$ cat config.mk
export PLATFORM = sky130hd
export DESIGN_NAME = branch_predictor
export DESIGN_NICKNAME = d
export VERILOG_FILES = /design/src/rtl/bp_pkg.sv /design/src/rtl/bp_table.sv /design/src/rtl/branch_predictor.sv
export SDC_FILE = /design/constraint.sdc
export NUM_CORES = 2
export LEC_CHECK = 0
export ABC_CLOCK_PERIOD_IN_PS = 7200
export CORE_MARGIN = 3
export CORE_UTILIZATION = 55
export CTS_CLUSTER_SIZE = 30
export DETAILED_ROUTE_END_ITERATION = 16
export HOLD_SLACK_MARGIN = 0.06
export PLACE_DENSITY = 0.73
export RECOVER_POWER = 25
export REMOVE_ABC_BUFFERS = 1
export SYNTH_ARGS = -nofsm -noshare
export SYNTH_HDL_FRONTEND = slang
export SYNTH_SLANG_ARGS = --single-unit
$ cat constraint.sdc
create_clock -name clk -period 7.2 [get_ports clk]
set_input_delay 1.08 -clock clk [delete_from_list [all_inputs] [get_ports clk]]
set_output_delay 1.08 -clock clk [all_outputs]
set_load 0.02 [all_outputs]
$ cat src/rtl/bp_pkg.sv
// Shared types and helpers for the branch predictor: 2-bit counter encodings,
// the BTB entry layout and saturating arithmetic.
package bp_pkg;

    // Tag and target fields are stored at this width; XLEN must not exceed it.
    localparam int unsigned BP_XLEN = 32;

    typedef enum logic [1:0] {
        SNT = 2'b00,
        WNT = 2'b01,
        WT  = 2'b10,
        ST  = 2'b11
    } ctr_e;

    typedef struct packed {
        logic               valid;
        logic [BP_XLEN-1:0] tag;
        logic [BP_XLEN-1:0] target;
        ctr_e               ctr;
    } bp_entry_t;

    localparam bp_entry_t BP_ENTRY_RESET = '{valid: 1'b0, tag: '0, target: '0, ctr: WNT};

    // Strengthen towards strongly-taken, holding at ST.
    function automatic ctr_e ctr_sat_inc(input ctr_e c);
        ctr_e r;
        unique case (c)
            SNT:     r = WNT;
            WNT:     r = WT;
            default: r = ST;
        endcase
        return r;
    endfunction

    // Weaken towards strongly-not-taken, holding at SNT.
    function automatic ctr_e ctr_sat_dec(input ctr_e c);
        ctr_e r;
        unique case (c)
            ST:      r = WT;
            WT:      r = WNT;
            default: r = SNT;
        endcase
        return r;
    endfunction

    // Upper half of the counter range predicts taken.
    function automatic logic ctr_taken(input ctr_e c);
        return (c == WT) || (c == ST);
    endfunction

    // 32-bit event counter step that sticks at all-ones instead of wrapping.
    function automatic logic [31:0] cnt_sat_inc(input logic [31:0] c);
        return (c == 32'hFFFF_FFFF) ? c : c + 32'd1;
    endfunction

endpackage

$ cat src/rtl/bp_table.sv
// Direct-mapped branch target buffer storage: two asynchronous read ports
// (Fetch, Execute) and one synchronous write port. Reads return the
// pre-write contents during a write cycle.
module bp_table
    import bp_pkg::*;
#(
    parameter int unsigned ENTRIES = 16,
    parameter int unsigned IDXW    = $clog2(ENTRIES)
) (
    input  logic            clk,
    input  logic            rst_n,
    input  logic [IDXW-1:0] f_idx,
    output bp_entry_t       f_entry,
    input  logic [IDXW-1:0] e_idx,
    output bp_entry_t       e_entry,
    input  logic            we,
    input  logic [IDXW-1:0] w_idx,
    input  bp_entry_t       w_entry
);

    bp_entry_t mem_q [ENTRIES];
    bp_entry_t mem_d [ENTRIES];

    // Read ports look at the registered array, so a same-cycle write is not yet visible.
    assign f_entry = mem_q[f_idx];
    assign e_entry = mem_q[e_idx];

    // Next-state of the array: hold everything, replace the written entry.
    always_comb begin
        // NOTE: default every element first so no path leaves mem_d unassigned (no latch).
        mem_d = mem_q;
        if (we) begin
            mem_d[w_idx] = w_entry;
        end
    end

    // Array register; reset invalidates every entry and returns counters to WNT.
    always_ff @(posedge clk or negedge rst_n) begin
        if (!rst_n) begin
            // NOTE: this table is small flop storage, so it is reset; a RAM macro would not be.
            for (int i = 0; i < int'(ENTRIES); i++) begin
                mem_q[i] <= BP_ENTRY_RESET;
            end
        end else begin
            // NOTE: non-blocking so every read port sees the old value within this edge.
            mem_q <= mem_d;
        end
    end

endmodule

$ cat src/rtl/branch_predictor.sv
// Dynamic branch predictor and redirect controller: Fetch-side BTB lookup,
// Execute-side mispredict/redirect, table training and performance counters.
module branch_predictor
    import bp_pkg::*;
#(
    parameter int unsigned ENTRIES = 16,
    parameter int unsigned XLEN    = 32
) (
    input  logic            clk,
    input  logic            rst_n,
    input  logic [XLEN-1:0] F_PC,
    output logic            F_PredTaken,
    output logic [XLEN-1:0] F_PredTarget,
    input  logic            E_Valid,
    input  logic            E_Branch,
    input  logic            E_Jump,
    input  logic            E_PCSrc,
    input  logic [XLEN-1:0] E_PC,
    input  logic [XLEN-1:0] E_Target,
    input  logic            E_PredTaken,
    input  logic [XLEN-1:0] E_PredTarget,
    output logic            E_Mispredict,
    output logic [XLEN-1:0] E_RedirectPC,
    output logic [31:0]     BranchCount,
    output logic [31:0]     MispredCount
);

    localparam int unsigned IDXW = $clog2(ENTRIES);

    logic [IDXW-1:0]    f_idx;
    logic [IDXW-1:0]    e_idx;
    logic [BP_XLEN-1:0] f_tag;
    logic [BP_XLEN-1:0] e_tag;
    bp_entry_t          f_entry;
    bp_entry_t          e_entry;
    logic               f_hit;
    logic               e_hit;
    logic               act;
    logic               table_we;
    bp_entry_t          w_entry;
    logic [31:0]        branch_cnt_q, branch_cnt_d;
    logic [31:0]        mispred_cnt_q, mispred_cnt_d;

    // Instruction alignment bits never select a BTB entry.
    logic unused_f_pc_lsbs;
    assign unused_f_pc_lsbs = ^F_PC[1:0];

    assign f_idx = F_PC[IDXW+1:2];
    assign e_idx = E_PC[IDXW+1:2];
    assign f_tag = BP_XLEN'(F_PC[XLEN-1:IDXW+2]);
    assign e_tag = BP_XLEN'(E_PC[XLEN-1:IDXW+2]);

    bp_table #(
        .ENTRIES (ENTRIES),
        .IDXW    (IDXW)
    ) u_table (
        .clk     (clk),
        .rst_n   (rst_n),
        .f_idx   (f_idx),
        .f_entry (f_entry),
        .e_idx   (e_idx),
        .e_entry (e_entry),
        .we      (table_we),
        .w_idx   (e_idx),
        .w_entry (w_entry)
    );

    // Fetch prediction: taken only on a tag hit with a taken-leaning counter.
    always_comb begin
        f_hit        = f_entry.valid && (f_entry.tag == f_tag);
        F_PredTaken  = f_hit && ctr_taken(f_entry.ctr);
        F_PredTarget = F_PredTaken ? f_entry.target[XLEN-1:0] : '0;
    end

    // Resolve: compare actual outcome with the prediction carried from Fetch.
    always_comb begin
        act          = E_Valid && (E_Branch || E_Jump);
        E_Mispredict = act && ((E_PCSrc != E_PredTaken) ||
                               (E_PCSrc && E_PredTaken && (E_Target != E_PredTarget)));
        E_RedirectPC = '0;
        if (E_Mispredict) begin
            E_RedirectPC = E_PCSrc ? E_Target : E_PC + XLEN'(4);
        end
    end

    // Training decision: update counter/target on a hit, allocate on a taken miss.
    always_comb begin
        e_hit    = e_entry.valid && (e_entry.tag == e_tag);
        table_we = 1'b0;
        w_entry  = e_entry;
        if (act) begin
            if (e_hit) begin
                table_we = 1'b1;
                if (E_PCSrc) begin
                    w_entry.ctr    = ctr_sat_inc(e_entry.ctr);
                    w_entry.target = BP_XLEN'(E_Target);
                end else begin
                    w_entry.ctr    = ctr_sat_dec(e_entry.ctr);
                end
            end else if (E_PCSrc) begin
                table_we       = 1'b1;
                w_entry.valid  = 1'b1;
                w_entry.tag    = e_tag;
                w_entry.target = BP_XLEN'(E_Target);
                // Unconditional jumps start fully confident; branches start weakly taken.
                w_entry.ctr    = E_Jump ? ST : WT;
            end
        end
    end

    // Performance counter next-state; both stick at all-ones.
    always_comb begin
        branch_cnt_d  = act          ? cnt_sat_inc(branch_cnt_q)  : branch_cnt_q;
        mispred_cnt_d = E_Mispredict ? cnt_sat_inc(mispred_cnt_q) : mispred_cnt_q;
    end

    // Performance counter registers.
    always_ff @(posedge clk or negedge rst_n) begin
        if (!rst_n) begin
            branch_cnt_q  <= '0;
            mispred_cnt_q <= '0;
        end else begin
            branch_cnt_q  <= branch_cnt_d;
            mispred_cnt_q <= mispred_cnt_d;
        end
    end

    assign BranchCount  = branch_cnt_q;
    assign MispredCount = mispred_cnt_q;

endmodule
==> key figures <==
Critical path
  • Crit path launch type: primary input
  • Reg-to-Reg End: u_table.mem_q[973]
  • Data arrival time of the critical path: ~5600 ps
  • R2r setup slk: about 2400 ps
  • Worst R2R Start: u_table.mem_q[384]
  • Data required, critical path: ~6100 ps
  • Worst Reg-to-Reg Cells: 11
  • Setup crit end kind: output port
  • CP max FO: 70
  • Setup CP Type: in -> out

Yosys
  • Yosys reg bits: around 1100
  • Mapped Cells: around 4400
  • Mapped cell area: about 61000 µm²
  • Compound-Gate Fraction of Synth Area: approximately 5.2%
  • Library cells used by synthesis: 70
  • Adder-cell area share of the yosys netlist: 0.145%
  • Synth Warn #: 0
  • Async set-reset flop share out of synthesis: 100%
  • Post-Synth Simple-Gate Area: just under 7%
  • Top_reg_cell synth: dfrtp_1
  • EDFF count, synth: 0
  • Sequential fraction of the synthesis area: 47.0%
  • XOR/XNOR Fraction of Synth Area: 2.56%
  • Syn Area/Cell: about 14 µm²
  • Mux cell area share after synthesis: 35.0%
  • Largest family of logic cells by synthesized area: multiplexers

GRT
  • Largest net degree at the start of global routing: 172
  • Antenna violations before repair: 7
  • Gr ovfl total: 0
  • GRT Util Overall: around 31%
  • First-pass GRT wire length: 264000 µm
  • Vias in the first global route: 41000

Timing
  • RSZ-0062 raised after global routing: no
  • Final Hold Fails: 0
  • Fmax: approximately 150 MHz
  • Tmin final: 6720 ps
  • Relative slew slack: -266%
  • Worst Clk Skew: ~28 ps
  • Slew Viols, Final: ~110
  • Least-Margin Pin Slew: about 5500 ps
  • Final setup fails: 0
  • Fin crit share: between 90% and 100%

Floorplan
  • Num ports: around 270
  • Num rows: 121
  • Die area: ~110000 µm²
  • Die Height: 338 µm
  • Initial Util: 55.6%
  • Chip width: ~340 µm
  • Core area: ~110000 µm²

Job
  • Max-cap violation count: 1

Clock tree
  • Sink Count: approximately 1100
  • Clock buffer depth: 3
  • CTS tree: built
  • Clk_lat worst skew: between 700 and 800 ps
  • Root Driver: clkbuf_16
  • H-tree lvl count: 3
  • Post-CTS Setup Inserts: 0
  • Cts bufs inserted: around 120
  • Reg clk slew, reported paths: 60 ps
  • Hold_buf cts: 0
  • Post-CTS Resized: 0

Placed design
  • DP Cell Count: about 5800
  • DP HPWL: ~110000 µm
  • Port-buffer cells: ~260
  • Global placement routability congestion: a little under 0.9

Drt
  • # DRC: 0
  • Vias: 40300
  • Post-DRT Antenna Nets: 0
  • DR pass1 iterations: 5
  • Drt wl/cell: 28.9 µm
  • Vias per cell: about 6.6
  • WL final: 175000 µm
  • Iter 0 DRT Violations: 4289

Finish
  • Nets: ~4700
  • Non-filler cells, final: around 6100
  • Share of layout cells above drive strength 1: roughly 39%
  • Commonest non-fill, non-tap cell in the layout: dfrtp_1
  • Most frequent cells in the layout: 1120 x dfrtp_1, 709 x mux2_2, 541 x mux4_2
  • Layout area overhead: 13.3%
  • Post-Route Utilization: 63.0%

Pwr
  • Static leakage: ~30 nW
  • VDD IR max: around 0.21 mV
  • Tot Pwr: 17.7 mW
  • P per Cell Area: around 260 nW/µm²

Min path
  • Worst hold path stage count: 1
  • Hold WC Path Type: reg -> reg
  • HP Start: MispredCount[9]
  • Hold EP: MispredCount[9]

Run status
  • Violated checks: capacitance limit, slew limit
  • Status: finished, violations left
[metal layers]
layer / up-vias / global-route usage (%) / wire length (µm)
li1: 16700 / - / -
met1: 21200 / 44.0 / 71700
met2: 1929 / 47.3 / 80200
met3: 339 / 7.59 / 16700
met4: 2 / 11.0 / 6340
met5: - / 0 / 12
[registers in the layout, summed over array words and instances (netlist names)]
| register | flops |
|---|---|
| u_table.mem_q | 1072 |
| BranchCount | 32 |
| MispredCount | 32 |
[cells in the mapped netlist, types with 27 or more instances]
| cell type | n | area, µm² |
|---|---|---|
| dfrtp_1 | 1120 | 28000 |
| mux2_2 | 709 | 7980 |
| mux4_2 | 541 | 12200 |
| nor2_1 | 426 | 1600 |
| a21oi_1 | 257 | 1290 |
| clkbuf_1 | 147 | 552 |
| nor2b_1 | 133 | 832 |
| buf_2 | 130 | 651 |
| xnor2_1 | 122 | 1070 |
| a21oi_2 | 120 | 1050 |
| nand2_1 | 90 | 338 |
| mux2i_1 | 74 | 741 |
| buf_1 | 66 | 248 |
| xor2_1 | 55 | 482 |
| nand3_1 | 41 | 205 |
| nand4_1 | 37 | 231 |
| buf_4 | 27 | 203 |
[critical path, cell delays in order]
cell and delay, ps:
clkbuf_8 480, buf_4 530, mux4_2 380, mux4_2 540
xor2_1 170, nor4_1 650, buf_4 260, o2111ai_4 90
buf_4 350, nor2b_1 240, clkdlybuf4s50_1 630
[cells by family after synthesis]
kind of cell               count (synthesis)
AOI/OAI and AO/OA                        487
adders and majority gates                  7
buffers and inverters                    410
DFF                                     1136
xor gates and xnor gates                 177
muxes                                   1344
and+or+nand+nor                          859
[layout make-up]
type	count	area [µm²]
multi-input cells	2874	30200
flip-flops and latches	1136	28400
clock buffers	173	3490
fillers	8068	40400
repair buffers	410	4190
clock inverters	36	472
well taps	1414	1770
inverters	14	52.6
diodes	3	7.51
[report_power, final]
part	switching [mW]	internal (mW)	total (mW)
Clock	2.62	3.66	6.28
Sequential	0.682	7.24	7.92
Combinational	1.72	1.82	3.54
[through the flow]
stage	setup slack, ps	hold WS (ps)	setup TNS [ps]	cell area (µm²)
floorplan	-334	454	-87330	58600
global placement	586	473	0	64700
detailed placement	605	479	0	64700
CTS	563	466	0	68600
global route	441	508	0	68600
finish	482	485	0	68600
[worst max-delay path by stage]
stage	start	endpoint	slack (ps)
floorplan	E_PC[2]	u_table.mem_q[1005]	-330
global placement	F_PC[3]	F_PredTarget[22]	590
detailed placement	F_PC[3]	F_PredTarget[14]	610
CTS	F_PC[3]	F_PredTarget[14]	560
global route	F_PC[3]	F_PredTarget[14]	440
finish	F_PC[3]	F_PredTarget[20]	480
No activity file was read; power rests on OpenSTA's default activity.
